$ cat src/rtl/rv32_mem_pkg.sv
// rv32_mem_pkg
//   Shared definitions for the RV32 load/store path:
//   - funct3 width codes (B, H, W, BU, HU)
//   - load/store FSM state encodings (IDLE, MERGE)
//   - helpers that classify a funct3 code and compute natural alignment
package rv32_mem_pkg;

   localparam logic [2:0] F3_B  = 3'b000;
   localparam logic [2:0] F3_H  = 3'b001;
   localparam logic [2:0] F3_W  = 3'b010;
   localparam logic [2:0] F3_BU = 3'b100;
   localparam logic [2:0] F3_HU = 3'b101;

   localparam int         STATE_W  = 1;
   localparam logic [0:0] ST_IDLE  = 1'b0;
   localparam logic [0:0] ST_MERGE = 1'b1;

   // Width codes a load may carry; everything else is a no-op.
   function automatic logic load_f3_ok(input logic [2:0] f3);
      return (f3 == F3_B) || (f3 == F3_H) || (f3 == F3_W) ||
             (f3 == F3_BU) || (f3 == F3_HU);
   endfunction

   // Stores only come in B, H and W flavours.
   function automatic logic store_f3_ok(input logic [2:0] f3);
      return (f3 == F3_B) || (f3 == F3_H) || (f3 == F3_W);
   endfunction

   // True when the byte offset sits on the natural boundary of the width.
   function automatic logic f3_aligned(input logic [2:0] f3, input logic [1:0] off);
      logic ok;
      case (f3)
         F3_W:       ok = (off == 2'b00);
         F3_H, F3_HU: ok = (off[0] == 1'b0);
         default:    ok = 1'b1;
      endcase
      return ok;
   endfunction

   // Round the byte offset down to the natural boundary of the width.
   function automatic logic [1:0] align_offset(input logic [2:0] f3, input logic [1:0] off);
      logic [1:0] r;
      case (f3)
         F3_W:       r = 2'b00;
         F3_H, F3_HU: r = {off[1], 1'b0};
         default:    r = off;
      endcase
      return r;
   endfunction

endpackage

$ cat src/rtl/load_extend.sv
// load_extend
//   Combinational lane extraction: picks the byte or halfword addressed by
//   offset out of a 32-bit word and sign- or zero-extends it per funct3.
//   Ports:
//     word   [31:0] in   source word
//     offset [1:0]  in   byte offset of the lane (already naturally aligned)
//     funct3 [2:0]  in   width code; unknown codes pass the word through
//     result [31:0] out  extended lane
module load_extend
   import rv32_mem_pkg::*;
(
   input  logic [31:0] word,
   input  logic [1:0]  offset,
   input  logic [2:0]  funct3,
   output logic [31:0] result
);

   logic [7:0]  byte_sel;
   logic [15:0] half_sel;

   always_comb begin
      case (offset)
         2'd0:    byte_sel = word[7:0];
         2'd1:    byte_sel = word[15:8];
         2'd2:    byte_sel = word[23:16];
         default: byte_sel = word[31:24];
      endcase
      half_sel = offset[1] ? word[31:16] : word[15:0];

      case (funct3)
         F3_B:    result = {{24{byte_sel[7]}}, byte_sel};
         F3_BU:   result = {24'd0, byte_sel};
         F3_H:    result = {{16{half_sel[15]}}, half_sel};
         F3_HU:   result = {16'd0, half_sel};
         default: result = word;
      endcase
   end

endmodule

$ cat src/rtl/load_store_unit.sv
// load_store_unit
//   MEM-stage load/store unit for an RV32 pipeline talking to a word-wide
//   data memory with combinational read and clocked write.
//   - Loads: one memory read, lane extracted/extended, registered result.
//   - SW:    single-cycle write.
//   - SB/SH: read-modify-write; IDLE cycle reads and builds the merged word,
//            MERGE cycle writes it back.
//   Stall handshake: while stall=1 the upstream holds req_valid and every
//   request input unchanged; the request is considered consumed on the
//   first rising edge where stall=0.
//   Ports:
//     clk, rst_n                 clock, async active-low reset
//     req_valid, mem_read,
//     mem_write, funct3,
//     address, store_data        request from the MEM stage
//     stall                      hold MEM and upstream stages
//     load_data, load_valid      registered load result, one cycle after request
//     misaligned                 registered one-cycle pulse for a trapped access
//     dm_address, dm_write_data,
//     dm_mem_write, dm_mem_read,
//     dm_read_data               data memory interface
//     state_dbg                  current FSM state (ST_IDLE / ST_MERGE)
module load_store_unit
   import rv32_mem_pkg::*;
#(
   parameter bit MISALIGN_TRAP = 1'b1
)(
   input  logic               clk,
   input  logic               rst_n,
   input  logic               req_valid,
   input  logic               mem_read,
   input  logic               mem_write,
   input  logic [2:0]         funct3,
   input  logic [31:0]        address,
   input  logic [31:0]        store_data,
   output logic               stall,
   output logic [31:0]        load_data,
   output logic               load_valid,
   output logic               misaligned,
   output logic [31:0]        dm_address,
   output logic [31:0]        dm_write_data,
   output logic               dm_mem_write,
   output logic               dm_mem_read,
   input  logic [31:0]        dm_read_data,
   output logic [STATE_W-1:0] state_dbg
);

   logic [STATE_W-1:0] state;
   logic [31:0]        merge_q;
   logic [31:0]        cap_addr;

   logic        idle, in_merge;
   logic        is_load, is_store, width_ok, trap, go;
   logic        go_load, go_sw, go_sub;
   logic [1:0]  eff_off;
   logic [2:0]  lane_f3;
   logic [31:0] ext_result, old_lane, new_lane, merged;

   always_comb begin
      idle     = (state == ST_IDLE);
      in_merge = (state == ST_MERGE);
      // mem_read wins if both ever arrive together, so the two strobes stay exclusive.
      is_load  = req_valid & mem_read;
      is_store = req_valid & mem_write & ~mem_read;
      width_ok = is_load ? load_f3_ok(funct3) : (is_store & store_f3_ok(funct3));
      trap     = MISALIGN_TRAP & width_ok & ~f3_aligned(funct3, address[1:0]);
      go       = idle & width_ok & ~trap;
      go_load  = go & is_load;
      go_sw    = go & is_store & (funct3 == F3_W);
      go_sub   = go & is_store & (funct3 != F3_W);
      // With trapping on, only aligned accesses reach here, so rounding is a no-op;
      // with trapping off it implements the round-down behaviour.
      eff_off  = align_offset(funct3, address[1:0]);
      // Store codes B/H map onto BU/HU so the old lane comes out zero-extended.
      lane_f3  = {1'b1, funct3[1:0]};
      new_lane = funct3[0] ? {16'd0, store_data[15:0]} : {24'd0, store_data[7:0]};
      // XOR out the old lane and XOR in the new one at the same position.
      merged   = dm_read_data ^ ((old_lane ^ new_lane) << {eff_off, 3'b000});
   end

   load_extend u_load_ext (
      .word   (dm_read_data),
      .offset (eff_off),
      .funct3 (funct3),
      .result (ext_result)
   );

   load_extend u_lane_ext (
      .word   (dm_read_data),
      .offset (eff_off),
      .funct3 (lane_f3),
      .result (old_lane)
   );

   // Strobes are gated with rst_n so a reset landing mid-store kills the write at once.
   always_comb begin
      stall         = rst_n & go_sub;
      dm_mem_read   = rst_n & (go_load | go_sub);
      dm_mem_write  = rst_n & (in_merge | go_sw);
      dm_write_data = in_merge ? merge_q : store_data;
      dm_address    = in_merge ? cap_addr : {address[31:2], 2'b00};
      state_dbg     = state;
   end

   always_ff @(posedge clk or negedge rst_n) begin
      if (!rst_n) begin
         state      <= ST_IDLE;
         load_data  <= 32'd0;
         load_valid <= 1'b0;
         misaligned <= 1'b0;
         merge_q    <= 32'd0;
         cap_addr   <= 32'd0;
      end else begin
         load_valid <= go_load;
         misaligned <= idle & trap;
         if (go_load) begin
            load_data <= ext_result;
         end
         if (go_sub) begin
            merge_q  <= merged;
            cap_addr <= {address[31:2], 2'b00};
            state    <= ST_MERGE;
         end else begin
            state    <= ST_IDLE;
         end
      end
   end

endmodule

$ cat config.mk
export PLATFORM = sky130hd
export DESIGN_NAME = load_store_unit
export DESIGN_NICKNAME = d
export VERILOG_FILES = /design/src/rtl/rv32_mem_pkg.sv /design/src/rtl/load_extend.sv /design/src/rtl/load_store_unit.sv
export SDC_FILE = /design/constraint.sdc
export NUM_CORES = 1
export LEC_CHECK = 0
export BUFFER_PORTS_ARGS = -buffer_cell sky130_fd_sc_hd__buf_2
export CELL_PAD_IN_SITES_DETAIL_PLACEMENT = 1
export CELL_PAD_IN_SITES_GLOBAL_PLACEMENT = 1
export CORE_MARGIN = 10
export CORE_UTILIZATION = 25
export CTS_BUF_LIST = sky130_fd_sc_hd__clkbuf_16
export DETAILED_ROUTE_END_ITERATION = 6
export GPL_TIMING_DRIVEN = 0
export PLACE_DENSITY = 0.58
export SLEW_MARGIN = 40
export SYNTH_ARGS = -nofsm -noshare
export SYNTH_HDL_FRONTEND = slang
export SYNTH_HIERARCHICAL = 1
export SYNTH_SLANG_ARGS = --single-unit
$ cat constraint.sdc
create_clock -name clk -period 2.4 [get_ports clk]
set_clock_uncertainty 0.2 [all_clocks]
set_input_delay 0.48 -clock clk [delete_from_list [all_inputs] [get_ports clk]]
set_output_delay 0.48 -clock clk [all_outputs]
set_load 0.005 [all_outputs]
==> flow_summary_export.csv, run 1 <==
group,metric,value,unit
yosys,yosysSeqAreaShare,32.48,%
placement,dp_hpwl,24.14,mm
pwr,p_leak,4.866,nW
clocking,htreeDepth,3,
floorplanning,start_util,25.28,%
routing,routedWlPerCell,23.77,um
floorplanning,ios,206,
pwr,vdd_drop_max,348.2,uV
timing,finalWorstSetupSlack,-0.8573,ns
pwr,switchingPower,2.304,mW
pwr,switching_share,35.12,%
flow_run,max_cap_viol_count,0,
worst_setup_path,start_kind,"input pin",
run_status,violations,"negative setup slack",
worst_setup_path,path_buf_inv,7,
global_route,grt_max_degree,65,
global_route,grt_pass1_vias,7618,
worst_setup_path,crit_chain,"buf_12, or3b_4, buf_12, nand2_8, inv_8, buf_12, buf_8, buf_12, mux2i_2, a221oi_2, xor2_2, buf_4, mux4_2, xnor2_2, a21oi_1",
final_layout,layout_commonest_cell,"buf_2",
floorplanning,rows,63,
final_layout,fill_cells,3334,
yosys,synth.avg_cell_area,10.31,um2
pwr,power.density,580.0,nW/um2
routing,antenna_left,0,
hold_path,min_path_type,"in2reg",
final_layout,final_cell_mix,"buf_2 (211), mux2_2 (96), dfrtp_1 (96), nor2_1 (70), buf_4 (56)",
yosys,postSynthCellCount,725,
floorplanning,die_area,37200,um2
global_route,grtUsageTotal,17.10,%
yosys,ys_types,53,
worst_setup_path,arrival,3.31,ns
timing,fmaxAchievable,307.0,MHz
routing,viasPerCell,5.075,
routing,routed_wl,33.80,mm
floorplanning,die_x,192.9,um
yosys,ys.flop_type,"dfrtp_1",
routing,drc_errors,0,
yosys,synth_edf_count,0,
run_status,status,"complete, but fails checks",
pwr,internal_power,4.255,mW
global_route,grt_pass1_wl,48.33,mm
worst_setup_path,cp_max_fo,7,
yosys,syn_area,7472,um2
timing,finalHoldViolations,0,
worst_setup_path,crit_slowest_cell,"mux4_2",
pwr,p_comb_share,40.2,%
floorplanning,core-area,29560,um2
placement,place_area,9080,um2
placement,gp_congestion,0.9123,
timing,min_period,3.257,ns
yosys,ys_async_sr_fraction,100.0,%
global_route,antenna_found_initial,5,
pwr,pwr-share-seq,36.4,%
timing,fin_crit_sh,135.7,%
final_layout,drive_above_1_share,61.55,%
clocking,clock_latency,0.36,ns
placement,io_buffers,202,
timing,worst_pin_slew,0.7890,ns
worst_setup_path,worstSetupPathType,"in2reg",
timing,rsz0062_at_grt,"yes",
timing,slew_headroom,47.40,%
clocking,cts_tree,"built",
timing,finalMaxSlewViolations,0,
clocking,clk_pin_slew,0.08,ns
global_route,grt_overflow_total,0,
routing,drt_iter0_drc,398,
final_layout,area_delta_synth_final,51.32,%
clocking,clockBufferDepth,2,
clocking,numCtsBuffers,9,
worst_setup_path,critPathCaptureType,"flip-flop",
final_layout,final_nets,1129,
worst_setup_path,critPathTopFamily,"buffers and inverters",
yosys,yosys_warnings,6,
clocking,cts_root_buffer,"clkbuf_16",
timing,setup-violations-final,90,
routing,vias,7216,
final_layout,stdcell_count,1422,
worst_setup_path,worst_path_most_repeated_cell,"buf_12",
placement,dp_cells,1321,
worst_setup_path,slowest_delay,0.48,ns
timing,hold_slack,0.1504,ns
pwr,clockPowerShare,23.4,%
yosys,synth_seq_cells,97,
worst_setup_path,crit_required,2.45,ns
routing,dr.pass1.iters,5,
timing,fin_tns_setup,-48.61,ns
clocking,cts_sinks,97,
final_layout,final_area,11310,um2
floorplanning,die_h,192.9,um
-- kinds of logic (layout without fill, tap and decap cells) --
family,Yosys count,after routing,synth area share (%)
AND/OR/NAND/NOR,167,167,10.85
multiplexers,162,162,28.62
AO/OA/AOI/OAI,155,155,14.64
flip-flops,97,97,32.48
buffers and inverters,86,388,6.748
XOR/XNOR,56,56,6.564
other,2,7,0.1005
-- power by group through the flow --
stage	registers, mW	clock network [mW]	logic [mW]
6_report	2.38	1.54	2.64
5_1_grt	2.46	1.65	2.84
4_1_cts	2.38	1.60	2.34
3_5_place_dp	2.41	0	2.04
3_3_place_gp	2.39	0	2.01
2_1_floorplan	2.35	0	1.23
-- flip-flops by register name (all words and copies together) (netlist names) --
register    cells
cap_addr       30
load_valid      1
merge_q        32
load_data      32
state_dbg       1
misaligned      1
-- per-layer routing --
metal / vias up / wire, um / GRT usage, %
met1: 3639 / 14050 / 21.24
met4: 6 / 719 / 3.697
met3: 51 / 2837 / 4.933
met5: - / 29 / 0
met2: 277 / 16160 / 28.70
li1: 3243 / - / -
-- area by class of cell --
class / count / area (um2) / area share, %
inverter: 25 / 107.6 / 0.9516
timing repair buffer: 292 / 2009 / 17.77
antenna: 2 / 5.005 / 0.04426
clock buffer: 9 / 225.2 / 1.992
buffer: 55 / 519.2 / 4.592
sequential: 97 / 2429 / 21.48
tap: 390 / 488.0 / 4.316
clock inverter: 7 / 78.83 / 0.6971
multi-input combinational: 545 / 5445 / 48.16
-- what timing repair did --
action / 4_1_cts / 5_1_grt
gates resized for setup: 128 / 148
pin swaps: 69 / 64
setup endpoints to repair: 159 / 143
gates cloned: 5 / 1
hold buffers: 2 / 0
endpoints found under the hold margin: 36 / 0
buffers inserted: 54 / 37
-- Yosys cell counts (2+ instances only) --
cell	instances	area, um2
o21a_1	2	15.01
a21oi_1	62	310.3
buf_1	8	30.03
nand3_1	8	40.04
inv_2	3	11.26
nor2_1	81	304.0
xor2_1	33	289.0
nand2_1	23	86.33
dfrtp_1	97	2427
o2bb2ai_1	2	17.52
xnor2_1	23	201.4
buf_6	18	202.7
mux2i_1	4	40.04
a311oi_1	14	122.6
clkinv_1	4	15.01
o22ai_1	32	200.2
or2_2	2	12.51
buf_2	20	100.1
o31a_1	2	17.52
o32ai_1	8	70.07
a211oi_1	7	52.55
o221ai_1	6	52.55
nand2b_1	3	18.77
buf_4	5	37.54
a22oi_4	2	42.54
o21ai_0	4	20.02
mux2_2	127	1430
a221oi_1	4	35.03
conb_1	2	7.510
mux2_1	5	56.30
mux4_2	7	157.7
mux4_1	15	394.1
inv_1	17	63.81
nor4_1	9	56.30
nor3_1	8	40.04
clkbuf_1	10	37.54
nor2b_1	22	137.6
mux2_4	4	60.06
o221ai_2	8	120.1
-- worst paths after layout --
check                      cells past startpoint                     from  slack, ns                         to
setup / recovery                              15                funct3[2]      -0.86    merge_q[31]$_DFFE_PN0P_
hold / removal                                 2              address[23]       0.15   cap_addr[23]$_DFFE_PN0P_
setup reg to reg                               9      state_dbg$_DFF_PN0_          0  load_data[18]$_DFFE_PN0P_
hold reg to reg                                1  cap_addr[2]$_DFFE_PN0P_       0.30    cap_addr[2]$_DFFE_PN0P_
max in group asynchronous                      3                    rst_n       1.10  load_data[18]$_DFFE_PN0P_
min in group asynchronous                      3                    rst_n       0.56    merge_q[21]$_DFFE_PN0P_
-- per-stage QoR --
step | total power, mW | setup WS, ns | utilization, %
after floorplan | 3.573 | -0.9558 | -
after global placement | 4.398 | -1.786 | 30.59
after detailed placement | 4.450 | -1.834 | 30.72
after CTS | 6.321 | -0.9316 | 35.31
after global routing | 6.944 | -0.9120 | 38.24
final | 6.559 | -0.8573 | 38.25
-- worst register-to-register path, delay by kind of cell, from the launching register on --
family	cells	cell delay [ns]
simple gates	3	0.67
buf+inv	4	0.53
flops	1	0.44
mux	1	0.32
compound gates	1	0.14
(Power assumes the default switching activity.)
==> run 2: changes to the inputs <==
CORE_ASPECT_RATIO = 1.4   (was default)
TNS_END_PERCENT = 20   (was default)
==> flow_summary_export.csv, run 2 (synthesized netlist as in run 1, its figures left out) <==
group,metric,value,unit
run_status,status,"complete, but fails checks",
run_status,violations,"negative setup slack",
timing,fin_crit_sh,136.9,%
flow_run,max_cap_viol_count,0,
timing,fmaxAchievable,304.3,MHz
routing,viasPerCell,5.108,
clocking,cts_tree,"built",
worst_setup_path,worstRegToRegCells,7,
pwr,vdd_drop_max,345.7,uV
clocking,cts_sinks,97,
global_route,grt_overflow_total,0,
clocking,clk_pin_slew,0.07,ns
final_layout,final_area,10570,um2
timing,finalMaxSlewViolations,0,
timing,hold_slack,0.1455,ns
pwr,power,6.341,mW
floorplanning,rows,74,
final_layout,multiInputGateArea,5170,um2
timing,finalWorstSetupSlack,-0.8867,ns
hold_path,hp-start,"address[30]",
routing,vias,7085,
global_route,grt_pass1_vias,7661,
global_route,antenna_found_initial,3,
timing,worst_pin_slew,0.7553,ns
clocking,clock_latency,0.36,ns
floorplanning,die_area,37300,um2
final_layout,fill_cells,3357,
final_layout,layout_commonest_cell,"buf_2",
placement,io_buffers,202,
worst_setup_path,r2r-start,"state_dbg$_DFF_PN0_",
final_layout,largestRegisters,"load_data (32), merge_q (32), cap_addr (30)",
floorplanning,die_x,166.1,um
hold_path,min_path_type,"in2reg",
routing,routed_wl,33.73,mm
worst_setup_path,start_kind,"input pin",
placement,dp_hpwl,24.68,mm
clocking,htreeDepth,3,
final_layout,finalCoreUtilization,36.01,%
placement,place_area,9045,um2
worst_setup_path,rrSetupSlack,-0.08,ns
global_route,grt_max_degree,59,
floorplanning,start_util,25.46,%
hold_path,hold_depth,2,
final_layout,final_cell_mix,"buf_2 (216), mux2_2 (119), dfrtp_1 (96), nor2_1 (74), buf_4 (62)",
timing,slew_headroom,49.46,%
pwr,power.density,599.9,nW/um2
hold_path,min_to,"cap_addr[30]$_DFFE_PN0P_",
clocking,clockBufferDepth,2,
floorplanning,die_h,224.6,um
timing,min_period,3.287,ns
worst_setup_path,worstSetupPathType,"in2reg",
routing,drc_errors,0,
routing,dr.pass1.iters,5,
global_route,grtUsageTotal,17.23,%
worst_setup_path,cp_max_fo,5,
worst_setup_path,critPathCaptureType,"flip-flop",
timing,rsz0062_at_grt,"yes",
worst_setup_path,arrival,3.33,ns
placement,gp_congestion,0.8982,
final_layout,drive_above_1_share,57.16,%
clocking,cts_root_buffer,"clkbuf_16",
floorplanning,ios,206,
final_layout,area_delta_synth_final,41.46,%
worst_setup_path,r2r_end,"load_data[12]$_DFFE_PN0P_",
final_layout,ff_latch_area,2429,um2
routing,antenna_left,0,
clocking,numCtsBuffers,9,
floorplanning,core-area,29350,um2
timing,finalHoldViolations,0,
routing,drt_iter0_drc,403,
timing,setup-violations-final,71,
routing,routedWlPerCell,24.32,um
worst_setup_path,crit_required,2.44,ns
global_route,grt_pass1_wl,49.69,mm
final_layout,final_nets,1105,
pwr,p_leak,4.562,nW
[run 2: where the power goes]
group	switching (mW)	total [mW]	leakage, nW	internal (mW)
combinational	1.18	2.42	3.25	1.24
sequential	0.260	2.38	1.17	2.12
clock	0.716	1.54	0.145	0.821
total	2.16	6.34	4.56	4.18
[run 2: critical path, cell delays in order]
cell	delay, ns
buf_12	0.10
or3b_4	0.44
buf_12	0.15
nand3_4	0.09
clkinv_4	0.09
buf_12	0.14
buf_6	0.11
mux2_4	0.30
mux2i_2	0.20
a221oi_2	0.13
xor2_2	0.25
mux4_2	0.52
xnor2_2	0.25
a21oi_1	0.09
[run 2: worst max path at each step]
stage,from,to,slack (ns),cells past startpoint
after floorplan,funct3[2],merge_q[23]$_DFFE_PN0P_,-0.96,15
after global placement,funct3[1],merge_q[21]$_DFFE_PN0P_,-1.86,15
after detailed placement,funct3[1],merge_q[19]$_DFFE_PN0P_,-1.89,16
after CTS,funct3[0],merge_q[18]$_DFFE_PN0P_,-0.99,16
after global routing,funct3[2],merge_q[23]$_DFFE_PN0P_,-0.94,15
final,funct3[2],merge_q[31]$_DFFE_PN0P_,-0.89,14
[run 2: per-stage QoR]
step / instances / worst slack [ns] / TNS (ns)
global placement: 1310 / -1.858 / -174.75
finish: 1387 / -0.8867 / -42.14
detailed placement: 1311 / -1.885 / -111.67
floorplan: 728 / -0.9559 / -33.11
global route: 1386 / -0.9424 / -47.79
CTS: 1369 / -0.9867 / -43.08
[run 2: layout make-up]
cell class | count | area share, %
Multi-Input combinational cell | 545 | 48.91
Sequential cell | 97 | 22.98
Timing Repair Buffer | 268 | 15.89
Tap cell | 380 | 4.498
Buffer | 55 | 3.847
Clock buffer | 9 | 2.131
Inverter | 25 | 1.006
Clock inverter | 7 | 0.7221
Antenna cell | 1 | 0.02367
[run 2: timing repair]
action,4_1_cts,5_1_grt
pin swaps,58,47
cloned,2,0
gates resized for setup,91,66
endpoints found under the setup margin,160,116
setup buffers,39,25
hold buffers,2,0
endpoints found under the hold margin,40,0
[run 2: per-layer routing]
layer  track usage, %  wire [um]
met1            19.50      13150
met2            29.76      16890
met3            4.154       2114
met4            8.562       1557
met5                0         17
==> run 3: changes to the inputs <==
PLACE_DENSITY = 0.62   (was 0.58)
SYNTH_HIERARCHICAL = default   (was 1)
==> flow_summary_export.csv, run 3 <==
group,metric,value,unit
run_status,status,"complete, but fails checks",
run_status,violations,"negative hold slack, negative setup slack",
yosys,yosys.area.top_type,"dfrtp_1",
placement,gp_congestion,0.9125,
routing,drt_iter0_drc,395,
timing,fmaxAchievable,357.8,MHz
timing,hold_slack,-0.2124,ns
final_layout,layout_commonest_cell,"nand2_1",
floorplanning,core-area,26190,um2
global_route,grt_pass1_wl,45.71,mm
placement,dp_hpwl,24.37,mm
worst_setup_path,cp_max_fo,5,
placement,place_area,8150,um2
final_layout,drive_above_1_share,41.61,%
timing,finalWorstSetupSlack,-0.3948,ns
floorplanning,die_h,213.3,um
yosys,postSynthCellCount,808,
placement,io_buffers,193,
clocking,cts_sinks,97,
global_route,grtUsageTotal,18.01,%
final_layout,final_cell_mix,"nand2_1 (175), buf_2 (173), dfrtp_1 (96), nor2_1 (55), a21oi_1 (53)",
routing,routed_wl,31.71,mm
final_layout,finalCoreUtilization,36.67,%
timing,slew_headroom,61.37,%
timing,worst_pin_slew,0.5788,ns
routing,viasPerCell,5.072,
clocking,htreeDepth,3,
clocking,cts_tree,"built",
yosys,yosys-top-cells-area,"dfrtp_1 (36%), mux2_2 (11%), nand2_1 (10%), a21oi_1 (4.1%), o21ai_0 (3.9%)",
floorplanning,die_area,33700,um2
global_route,grt_max_degree,67,
worst_setup_path,arrival,2.11,ns
yosys,ys.flop_type,"dfrtp_1",
floorplanning,rows,70,
yosys,yosys_warnings,0,
routing,antenna_left,0,
timing,rsz0062_at_grt,"yes",
final_layout,final_nets,1154,
global_route,met2_usage,32.96,%
final_layout,area_delta_synth_final,44.01,%
pwr,power,5.746,mW
yosys,ys_types,72,
clocking,numCtsBuffers,9,
timing,finalHoldViolations,32,
worst_setup_path,worstSetupPathType,"in2out",
placement,dp_cells,1327,
routing,routedWlPerCell,22.98,um
clocking,clk_pin_slew,0.07,ns
yosys,synth.most_common_cell,"nand2_1",
yosys,syn_area,6669,um2
timing,fin_crit_sh,116.5,%
floorplanning,ios,206,
yosys,synth_edf_count,0,
timing,min_period,2.795,ns
placement,place_ws,-1.043,ns
pwr,vdd_drop_max,321.7,uV
yosys,yosysSeqAreaShare,36.40,%
yosys,synth.avg_cell_area,8.254,um2
timing,fin_tns_setup,-3.146,ns
final_layout,ff_latch_area,2429,um2
yosys,synth_seq_cells,97,
global_route,use_met3,4.068,%
routing,drc_errors,0,
timing,setup-violations-final,24,
final_layout,final_area,9604,um2
floorplanning,start_util,25.47,%
clocking,clock_latency,0.35,ns
clocking,cts_root_buffer,"clkbuf_16",
routing,vias,6999,
flow_run,max_cap_viol_count,0,
timing,finalMaxSlewViolations,0,
worst_setup_path,start_kind,"input pin",
clocking,clockBufferDepth,2,
worst_setup_path,crit_required,1.72,ns
yosys,synth_top_area_share,36.40,%
final_layout,stdcell_count,1380,
yosys,synthTopCellsByCount,"nand2_1 (181), dfrtp_1 (97), mux2_2 (66)",
final_layout,largestRegisters,"load_data (32), merge_q (32), cap_addr (30)",
yosys,ys_async_sr_fraction,100.0,%
global_route,antenna_found_initial,2,
global_route,grt_pass1_vias,7322,
pwr,power.density,598.2,nW/um2
hold_path,min_path_type,"in2async",
final_layout,multiInputGateArea,4330,um2
global_route,grtUsageMet1,20.06,%
routing,dr.pass1.iters,5,
worst_setup_path,critPathCaptureType,"primary output",
final_layout,fill_cells,3113,
global_route,grt_busiest_layer,"met2",
global_route,grt_overflow_total,0,
floorplanning,die_x,158.0,um
pwr,p_leak,4.415,nW
run 3: cell count changes after synthesis, sizes merged, moves of 18 or more:
| cell | delta |
|---|---|
| clkbuf | +18 |
| o21ai | +53 |
| mux4 | -22 |
| xor2 | -18 |
| nand2 | +157 |
| o22ai | -30 |
| mux2 | -68 |
| nor2 | -18 |
run 3: area by class of cell:
class / instances / area share [%]
clock inverters: 7 / 1.055
inverters: 14 / 0.6644
clock buffers: 9 / 2.345
plain buffers: 63 / 5.732
flip-flops and latches: 97 / 25.29
well taps: 324 / 4.221
diodes: 1 / 0.02606
repair buffers: 232 / 15.58
multi-input cells: 633 / 45.09
run 3: cells by family (layout without fill, tap and decap cells):
logic type,Yosys count,after routing,share of synthesized area [%]
other cells,1,3,0.05623
mux,75,75,12.59
flops,97,97,36.40
compound gates,202,202,19.72
buf+inv,79,325,5.460
simple gates,312,312,20.04
xor+xnor,42,42,5.741
run 3: worst paths after layout:
check / cells after the start / slack [ns] / from / endpoint
worst max-delay path: 10 / -0.39 / funct3[1] / stall
worst min-delay path: 1 / -0.21 / rst_n / load_data[10]$_DFFE_PN0N_
worst max register to register: 8 / 0.12 / state_dbg$_DFF_PN0_ / load_data[24]$_DFFE_PN0N_
worst min register to register: 2 / 0.27 / cap_addr[8]$_DFFE_PN0P_ / cap_addr[8]$_DFFE_PN0P_
max in group asynchronous: 2 / 1.55 / rst_n / state_dbg$_DFF_PN0_
min in group clk: 3 / 0.12 / address[4] / cap_addr[4]$_DFFE_PN0P_
run 3: repair_timing:
action,4_1_cts,5_1_grt
gates resized for setup,75,162
endpoints found under the hold margin,32,32
setup endpoints to repair,148,135
cloned,0,2
pin swaps,7,25
setup buffers,12,24
run 3: routing by layer:
metal | routed length (um) | share of wire (%)
met5 | 13 | 0.041
met4 | 686 | 2.2
met3 | 1883 | 5.9
met2 | 16920 | 53
met1 | 12200 | 38
run 3: worst max-delay path, stage by stage:
cell and delay, ns:
buf_6 0.09, or3b_4 0.23, nor2_2 0.04, a21oi_2 0.15
nand2_2 0.10, or4_4 0.56, inv_8 0.10, buf_12 0.13
and2_4 0.14, buf_6 0.09
run 3: power by group:
part / switching (mW) / internal, mW / total (mW) / leakage (nW)
Combinational: 0.966 / 0.836 / 1.80 / 3.06
Clock: 0.720 / 0.927 / 1.65 / 0.158
Sequential: 0.243 / 2.05 / 2.30 / 1.20
